**src/rtl/fetch_pkg.sv**
```systemverilog
// Shared constants and the redirect-target helper for the instruction-fetch stage.
package fetch_pkg;

    localparam logic [1:0] PC_SEL_NONE   = 2'b00;
    localparam logic [1:0] PC_SEL_REG    = 2'b01;
    localparam logic [1:0] PC_SEL_BRANCH = 2'b10;
    localparam logic [1:0] PC_SEL_JUMP   = 2'b11;

    // Target arithmetic is done at 64 bits; callers zero-extend their XLEN
    // operands in and truncate the result back to XLEN. Truncation makes the
    // branch sum wrap modulo 2^XLEN. It also keeps the jump's upper bits
    // equal to pc4[XLEN-1:28].
    function automatic logic [63:0] calc_target(
        input logic [1:0]  sel,
        input logic [63:0] pc4,
        input logic [63:0] reg_tgt,
        input logic [15:0] imm,
        input logic [25:0] addr
    );
        logic [63:0] tgt;
        tgt = pc4;
        case (sel)
            PC_SEL_REG:    tgt = {reg_tgt[63:2], 2'b00};
            PC_SEL_BRANCH: tgt = pc4 + {{46{imm[15]}}, imm, 2'b00};
            PC_SEL_JUMP:   tgt = {pc4[63:28], addr, 2'b00};
            default:       tgt = pc4;
        endcase
        return tgt;
    endfunction

endpackage

```
**src/rtl/fetch_fifo.sv**
```systemverilog
// Circular instruction buffer between the ROM response and decode.
// Flush has priority over push and pop.
module fetch_fifo #(
    parameter int WIDTH = 64,
    parameter int DEPTH = 2
) (
    input  logic                       clk,
    input  logic                       rst,
    input  logic                       push,
    input  logic                       pop,
    input  logic                       flush,
    input  logic [WIDTH-1:0]           wr_data,
    output logic [WIDTH-1:0]           rd_data,
    output logic                       empty,
    output logic                       full,
    output logic [$clog2(DEPTH+1)-1:0] count
);

    localparam int PW = (DEPTH > 1) ? $clog2(DEPTH) : 1;
    localparam int CW = $clog2(DEPTH + 1);

    logic [WIDTH-1:0] mem [DEPTH];
    logic [PW-1:0]    wr_ptr;
    logic [PW-1:0]    rd_ptr;
    logic [CW-1:0]    cnt;
    logic             do_push;
    logic             do_pop;

    // Pointers wrap explicitly so DEPTH need not be a power of two.
    function automatic logic [PW-1:0] bump(input logic [PW-1:0] p);
        return (p == PW'(DEPTH - 1)) ? '0 : p + PW'(1);
    endfunction

    assign empty   = (cnt == '0);
    assign full    = (cnt == CW'(DEPTH));
    assign do_pop  = pop && !empty;
    assign do_push = push && (!full || do_pop);
    assign rd_data = mem[rd_ptr];
    assign count   = cnt;

    // Pointer and occupancy bookkeeping.
    always_ff @(posedge clk or posedge rst) begin
        // NOTE: state registers use non-blocking assignments so every flop
        // samples pre-edge values, independent of statement order.
        if (rst) begin
            wr_ptr <= '0;
            rd_ptr <= '0;
            cnt    <= '0;
        end else if (flush) begin
            wr_ptr <= '0;
            rd_ptr <= '0;
            cnt    <= '0;
        end else begin
            if (do_push) wr_ptr <= bump(wr_ptr);
            if (do_pop)  rd_ptr <= bump(rd_ptr);
            cnt <= cnt + CW'(do_push) - CW'(do_pop);
        end
    end

    // Storage write at the tail.
    always_ff @(posedge clk) begin
        // NOTE: the storage array has no reset; only entries below count are
        // ever read, so clearing it would add reset fan-out for nothing.
        if (do_push && !flush) mem[wr_ptr] <= wr_data;
    end

endmodule

```
**src/rtl/fetch_unit.sv**
```systemverilog
// Instruction-fetch stage: PC, ROM request/issue control, redirect target mux
// and the decode-facing instruction buffer.
module fetch_unit
    import fetch_pkg::*;
#(
    parameter int              XLEN      = 32,
    parameter int              ROM_AW    = 6,
    parameter int              BUF_DEPTH = 2,
    parameter logic [XLEN-1:0] RESET_PC  = '0
) (
    input  logic              clk,
    input  logic              rst,
    output logic              rom_en,
    output logic [ROM_AW-1:0] rom_addr,
    input  logic [31:0]       rom_data,
    output logic              inst_valid,
    input  logic              inst_ready,
    output logic [31:0]       inst_code,
    output logic [XLEN-1:0]   inst_pc4,
    input  logic              redir_valid,
    input  logic [1:0]        redir_sel,
    input  logic [XLEN-1:0]   redir_pc4,
    input  logic [XLEN-1:0]   redir_reg,
    input  logic [15:0]       redir_imm,
    input  logic [25:0]       redir_addr,
    output logic              misalign
);

    localparam int FW = 32 + XLEN;
    localparam int CW = $clog2(BUF_DEPTH + 1);

    logic [XLEN-1:0] pc_q;
    logic            run_q;
    logic            inflight_q;
    logic            misalign_q;
    logic            eff_redir;
    logic            pop;
    logic            issue;
    logic [XLEN-1:0] target;
    logic [FW-1:0]   head;
    logic            fifo_empty;
    logic            fifo_full;
    logic [CW-1:0]   fifo_count;

    assign eff_redir = redir_valid && (redir_sel != PC_SEL_NONE);
    assign pop       = inst_valid && inst_ready;
    assign target    = XLEN'(calc_target(redir_sel, 64'(redir_pc4), 64'(redir_reg),
                                         redir_imm, redir_addr));

    // Issue a ROM read only when the buffer can take the reply; a redirect
    // cycle never issues because its PC is already wrong-path.
    always_comb begin
        int occupancy;
        // NOTE: every always_comb output gets a default first so no path
        // leaves it unassigned and a latch is never inferred.
        issue     = 1'b0;
        occupancy = int'(fifo_count) + int'(inflight_q) - int'(pop);
        if (run_q && !eff_redir && (occupancy < BUF_DEPTH) && !(fifo_full && !pop))
            issue = 1'b1;
    end

    // PC, start-up, in-flight and misalign state.
    always_ff @(posedge clk or posedge rst) begin
        if (rst) begin
            pc_q       <= RESET_PC;
            run_q      <= 1'b0;
            inflight_q <= 1'b0;
            misalign_q <= 1'b0;
        end else begin
            run_q      <= 1'b1;
            inflight_q <= issue;
            misalign_q <= eff_redir && (redir_sel == PC_SEL_REG) && (redir_reg[1:0] != 2'b00);
            if (eff_redir)  pc_q <= target;
            else if (issue) pc_q <= pc_q + XLEN'(4);
        end
    end

    // The reply's pc4 equals pc_q: pc advanced by 4 when the word was issued,
    // and any redirect since then also flushes the reply.
    fetch_fifo #(
        .WIDTH(FW),
        .DEPTH(BUF_DEPTH)
    ) u_fifo (
        .clk    (clk),
        .rst    (rst),
        .push   (inflight_q),
        .pop    (pop),
        .flush  (eff_redir),
        .wr_data({rom_data, pc_q}),
        .rd_data(head),
        .empty  (fifo_empty),
        .full   (fifo_full),
        .count  (fifo_count)
    );

    assign rom_en     = issue;
    assign rom_addr   = pc_q[ROM_AW+1:2];
    assign inst_valid = !fifo_empty;
    assign inst_code  = fifo_empty ? 32'h0 : head[FW-1:XLEN];
    assign inst_pc4   = fifo_empty ? '0 : head[XLEN-1:0];
    assign misalign   = misalign_q;

endmodule

```
**config.mk**
```make
export PLATFORM = sky130hd
export DESIGN_NAME = fetch_unit
export DESIGN_NICKNAME = d
export VERILOG_FILES = /design/src/rtl/fetch_pkg.sv /design/src/rtl/fetch_fifo.sv /design/src/rtl/fetch_unit.sv
export SDC_FILE = /design/constraint.sdc
export NUM_CORES = 1
export LEC_CHECK = 0
export ABC_AREA = 1
export ABC_CLOCK_PERIOD_IN_PS = 4150
export CAP_MARGIN = 20
export CORE_AREA = 2 2 188 226
export CTS_CLUSTER_SIZE = 10
export DETAILED_ROUTE_END_ITERATION = 16
export DIE_AREA = 0 0 190 228
export GPL_TIMING_DRIVEN = 0
export HOLD_SLACK_MARGIN = 0.15
export SLEW_MARGIN = 20
export SYNTH_ARGS = -nofsm -noshare
export SYNTH_HDL_FRONTEND = slang
export SYNTH_SLANG_ARGS = --single-unit
```
**constraint.sdc**
```tcl
create_clock -name clk -period 4.15 [get_ports clk]
set_input_delay 0.6225 -clock clk [delete_from_list [all_inputs] [get_ports clk]]
set_output_delay 0.6225 -clock clk [all_outputs]
set_load 0.005 [all_outputs]
```
==> reports/summary.md <==
* pc_q[19]$_DFFE_PP0P_ — capture instance of the worst register-to-register path
* 5 — first-pass detailed-route iteration total
* 4 — H-tree levels
* 0.47 ns — delay contributed by the slowest stage of the critical path
* 0.43 ns — clock latency on the worst-skew pair
* 0.159 — total routing usage reported by global routing
* 3.04 ns — arrival time of the worst setup path
* 167 — TritonCTS Sinks
* nor2_4 -> buf_6 -> nor2_1 -> ha_1 -> inv_1 -> nand2_1 -> fa_1 -> or2_1 -> nand3_2 -> nand2_2 -> nand2_4 -> inv_4 -> buf_6 -> dlymetal6s2s_1 — cell breakdown of the critical path
* 228 um — vertical die dimension
* 34500 um — wire length after detailed routing
* 1 — antenna violations before repair
* 1.23 ns — register-to-register setup slack
* 1468 — net count after synthesis
* 9440 — detailed-route via count
* 5 — number of buffers and inverters on the critical path
* sky130_fd_sc_hd__edfxtp_1, sky130_fd_sc_hd__nand2_1, sky130_fd_sc_hd__dfrtp_1 — cell types with the largest area share after synthesis
* sky130_fd_sc_hd__clkbuf_16 — root buffer selected by CTS
* 7.90 um^2 — post-synthesis average cell area
* 4.52 — ratio of routed vias to standard cells
* 0.0117 ns — clock tree skew after final layout
* sky130_fd_sc_hd__dfrtp_2 — Slowest cell on crit path
* 3.66 ns — shortest period the worst path allows
* primary output — CP endpoint kind
* 17 — number of buffers inserted during clock tree synthesis
* 2.39 mW — net switching power
* 0.903 — routability congestion estimate
* 190 um — width of the die
* 128 — EDFF count, synth
* 0 — number of antenna-violating nets in the routed design
* 532 — First DRT Iteration DRCs
* 0 — remaining routing DRC violations
* 0.364 — share of total power in sequential cells
* 52200 um — global-route wire length before repair
* false — setup repair after global routing missed its margin
* 14 — Levels on crit path
* 82 — number of cell rows
* sky130_fd_sc_hd__buf_6 — most common cell type on the critical path
* flip-flop — Startpoint Class
* in2async — Hold Path Class
* 2 — maximum clock path buffer count
* 16 — path depth of the worst reg2reg path
* 41300 um^2 — Placeable Area
* 1287 — number of instances in the synthesized netlist
* sky130_fd_sc_hd__edfxtp_1 — primary flip-flop cell chosen by synthesis mapping
* 0 — number of max-slew violations in the final report
* 43300 um^2 — Total Die Area
* 0 — overflow left after global routing
* 0.857 ns — transition time of the tightest slew-check pin
* 273 MHz — maximum clock frequency
* 1710 — number of nets in the final layout
* 217 — I/O pin count
* 0.0668 — layout cell share with drive strength beyond 1
* 167 — count of state elements after synthesis
* 4.29 mW — Internal Power
* 33 — pin count of the biggest net entering global routing
* reg2out — CP Class
* 0.389 — logic gate share of total power
* 4315 — Filler cells
* 3.53 ns — worst path required time
* 0.358 — Sw Share
* 216 — input/output buffers
* 10200 um^2 — area of the mapped netlist
* u_fifo.count[1]$_DFF_PP0_ — startpoint of the worst-slack reg-to-reg timing path
* 483 nW/um^2 — power per unit of standard cell area
* 0.06 ns — clock input transition at the sequential cells of the worst setup and hold paths
* 0.337 mV — VDD IR max
* 0.378 — top cell type's share of synthesized area
* 16.5 um — routed len/inst
* 0.246 — Starting Density
* finished, final reports clean — outcome
* 0.474 — sequential fraction of the synthesis area
* yes — clock tree from TritonCTS
* 0 — max-cap violation count
* 0.429 — slew margin rel.
* sky130_fd_sc_hd__edfxtp_1 — top cell type by total area after synthesis
* 0.882 — part of the cycle the worst path needs
* 11 — critical path fanouts, max
* 0.234 — asr flop ratio synth
* 0 — count of final setup violators
* 5.84 nW — Leak Pwr
* 36.1% — area growth from synthesis to layout
* 0 — Final Hold Vio Count
* 52 — number of unique standard cell types used by synthesis
* 9324 — vias in the first global route
* 0.451 ns — Hold Slack
* 0 — Post-CTS Hold Buffers
* 0 — total of warnings raised by yosys
* simple AND/OR/NAND/NOR gates — Top Family by Delay on Critical Path
* 0.248 — Clock power frac
* 27900 um — HPWL after detailed placement
* 0 ns — setup total negative slack
-- sequential cells by signal, summed over array words and instances, names as in the netlist --
signal	cells
inflight_q	1
misalign	1
pc_q	32
run_q	1
u_fifo.count	2
u_fifo.mem	128
u_fifo.rd_ptr	1
u_fifo.wr_ptr	1
-- placed cells by master, fill, tap and decap left out, types with 3 or more instances in the layout --
cell type                         synthesis  final
sky130_fd_sc_hd__nor2_1                  78     75
sky130_fd_sc_hd__o21ai_0                 18     18
sky130_fd_sc_hd__dfrtp_1                 39     38
sky130_fd_sc_hd__inv_6                    0      3
sky130_fd_sc_hd__o211ai_1                 3      3
sky130_fd_sc_hd__buf_2                   10     10
sky130_fd_sc_hd__buf_16                   0      3
sky130_fd_sc_hd__xor2_1                   5      5
sky130_fd_sc_hd__o21ai_1                  6      6
sky130_fd_sc_hd__nand3b_1                 9      9
sky130_fd_sc_hd__a21oi_2                  3      3
sky130_fd_sc_hd__nand4_1                 12     12
sky130_fd_sc_hd__inv_2                    5      6
sky130_fd_sc_hd__buf_1                    8      8
sky130_fd_sc_hd__buf_6                    2      3
sky130_fd_sc_hd__nand3_1                 79     79
sky130_fd_sc_hd__ha_1                    35     35
sky130_fd_sc_hd__a221oi_1                18     18
sky130_fd_sc_hd__nand2_2                  6      6
sky130_fd_sc_hd__clkbuf_16                0     19
sky130_fd_sc_hd__buf_4                    8      8
sky130_fd_sc_hd__or2_2                    8      8
sky130_fd_sc_hd__a21oi_1                 97     97
sky130_fd_sc_hd__nor3_1                  18     18
sky130_fd_sc_hd__inv_1                  145    144
sky130_fd_sc_hd__buf_12                   0      4
sky130_fd_sc_hd__xnor2_1                  3      3
sky130_fd_sc_hd__clkdlybuf4s50_1          0    215
sky130_fd_sc_hd__nor2_4                   5      8
sky130_fd_sc_hd__nor2_2                   4      4
sky130_fd_sc_hd__edfxtp_1               128    128
sky130_fd_sc_hd__nand2_1                481    481
sky130_fd_sc_hd__clkbuf_1                19     19
-- metrics by stage --
| step | area [um^2] | utilization | cells | setup slack, ns | power [mW] |
|---|---|---|---|---|---|
| finish | 13800 | 0.335 | 2089 | 0.489 | 6.68 |
| global placement | 13000 | 0.315 | 2049 | -1.31 | 5.00 |
| CTS | 13800 | 0.334 | 2088 | 0.0234 | 6.77 |
| global route | 13800 | 0.335 | 2089 | 0.290 | 7.11 |
| detailed placement | 13200 | 0.319 | 2056 | 0.0603 | 5.08 |
| floorplan | 10200 | - | 1287 | 0.740 | 3.71 |
-- synth_stat cells (5+ instances only) --
cell type / number
sky130_fd_sc_hd__nor3_1: 18
sky130_fd_sc_hd__edfxtp_1: 128
sky130_fd_sc_hd__inv_1: 145
sky130_fd_sc_hd__nand2_1: 481
sky130_fd_sc_hd__buf_4: 8
sky130_fd_sc_hd__nor2_1: 78
sky130_fd_sc_hd__o21ai_1: 6
sky130_fd_sc_hd__nor2_4: 5
sky130_fd_sc_hd__or2_2: 8
sky130_fd_sc_hd__inv_2: 5
sky130_fd_sc_hd__nand2_2: 6
sky130_fd_sc_hd__nand3_1: 79
sky130_fd_sc_hd__clkbuf_1: 19
sky130_fd_sc_hd__a21oi_1: 97
sky130_fd_sc_hd__xor2_1: 5
sky130_fd_sc_hd__ha_1: 35
sky130_fd_sc_hd__buf_2: 10
sky130_fd_sc_hd__a221oi_1: 18
sky130_fd_sc_hd__nand3b_1: 9
sky130_fd_sc_hd__nand4_1: 12
sky130_fd_sc_hd__buf_1: 8
sky130_fd_sc_hd__o21ai_0: 18
sky130_fd_sc_hd__dfrtp_1: 39
-- area by class of cell --
type / instances / area [um^2] / area share
flip-flops and latches: 167 / 4820 / 0.348
multi-input cells: 922 / 4560 / 0.330
repair buffers: 223 / 2330 / 0.168
well taps: 546 / 683 / 0.0494
inverters: 151 / 569 / 0.0412
clock buffers: 21 / 493 / 0.0356
plain buffers: 47 / 241 / 0.0175
clock inverters: 11 / 134 / 0.00968
diodes: 1 / 2.50 / 0.000181
-- logic make-up (layout without fill, tap and decap cells) --
logic type | Yosys count | in the layout | synth area share
and+or+nand+nor | 712 | 712 | 0.297
buffers and inverters | 198 | 453 | 0.0790
DFF | 167 | 167 | 0.474
AOI/OAI and AO/OA | 164 | 164 | 0.0949
adders and majority gates | 37 | 37 | 0.0470
xor gates and xnor gates | 8 | 8 | 0.00690
other | 1 | 2 | 0.000369
-- how the worst max path moves through the flow --
stage / start / to / slack, ns
6_report: u_fifo.count[1]$_DFF_PP0_ / rom_en / 0.49
5_1_grt: u_fifo.count[1]$_DFF_PP0_ / rom_en / 0.29
4_1_cts: u_fifo.count[1]$_DFF_PP0_ / rom_en / 0.02
3_5_place_dp: u_fifo.count[1]$_DFF_PP0_ / rom_en / 0.06
3_3_place_gp: redir_sel[1] / u_fifo.mem[1][61]$_DFFE_PP_ / -1.31
2_1_floorplan: redir_sel[1] / u_fifo.mem[1][0]$_DFFE_PP_ / 0.74
-- per-layer routing --
metal | up-vias | global-route usage | share of wire
li1 | 4724 | - | -
met1 | 4385 | 0.190 | 0.42
met2 | 289 | 0.290 | 0.50
met3 | 42 | 0.0228 | 0.048
met4 | 0 | 0.0526 | 0.026
met5 | - | 0 | 0
-- timing repair --
| action | 4_1_cts | 5_1_grt |
|---|---|---|
| setup buffers | 0 | 0 |
| setup endpoints to repair | 1 | 1 |
| resized for setup | 4 | 4 |
-- power groups by stage --
stage / logic [mW] / registers, mW / clock network, mW
finish: 2.60 / 2.43 / 1.66
global route: 2.90 / 2.47 / 1.75
CTS: 2.64 / 2.43 / 1.70
detailed placement: 2.63 / 2.46 / 0
global placement: 2.54 / 2.46 / 0
floorplan: 1.36 / 2.36 / 0
Note: power is estimated with default switching activity, not from simulation.
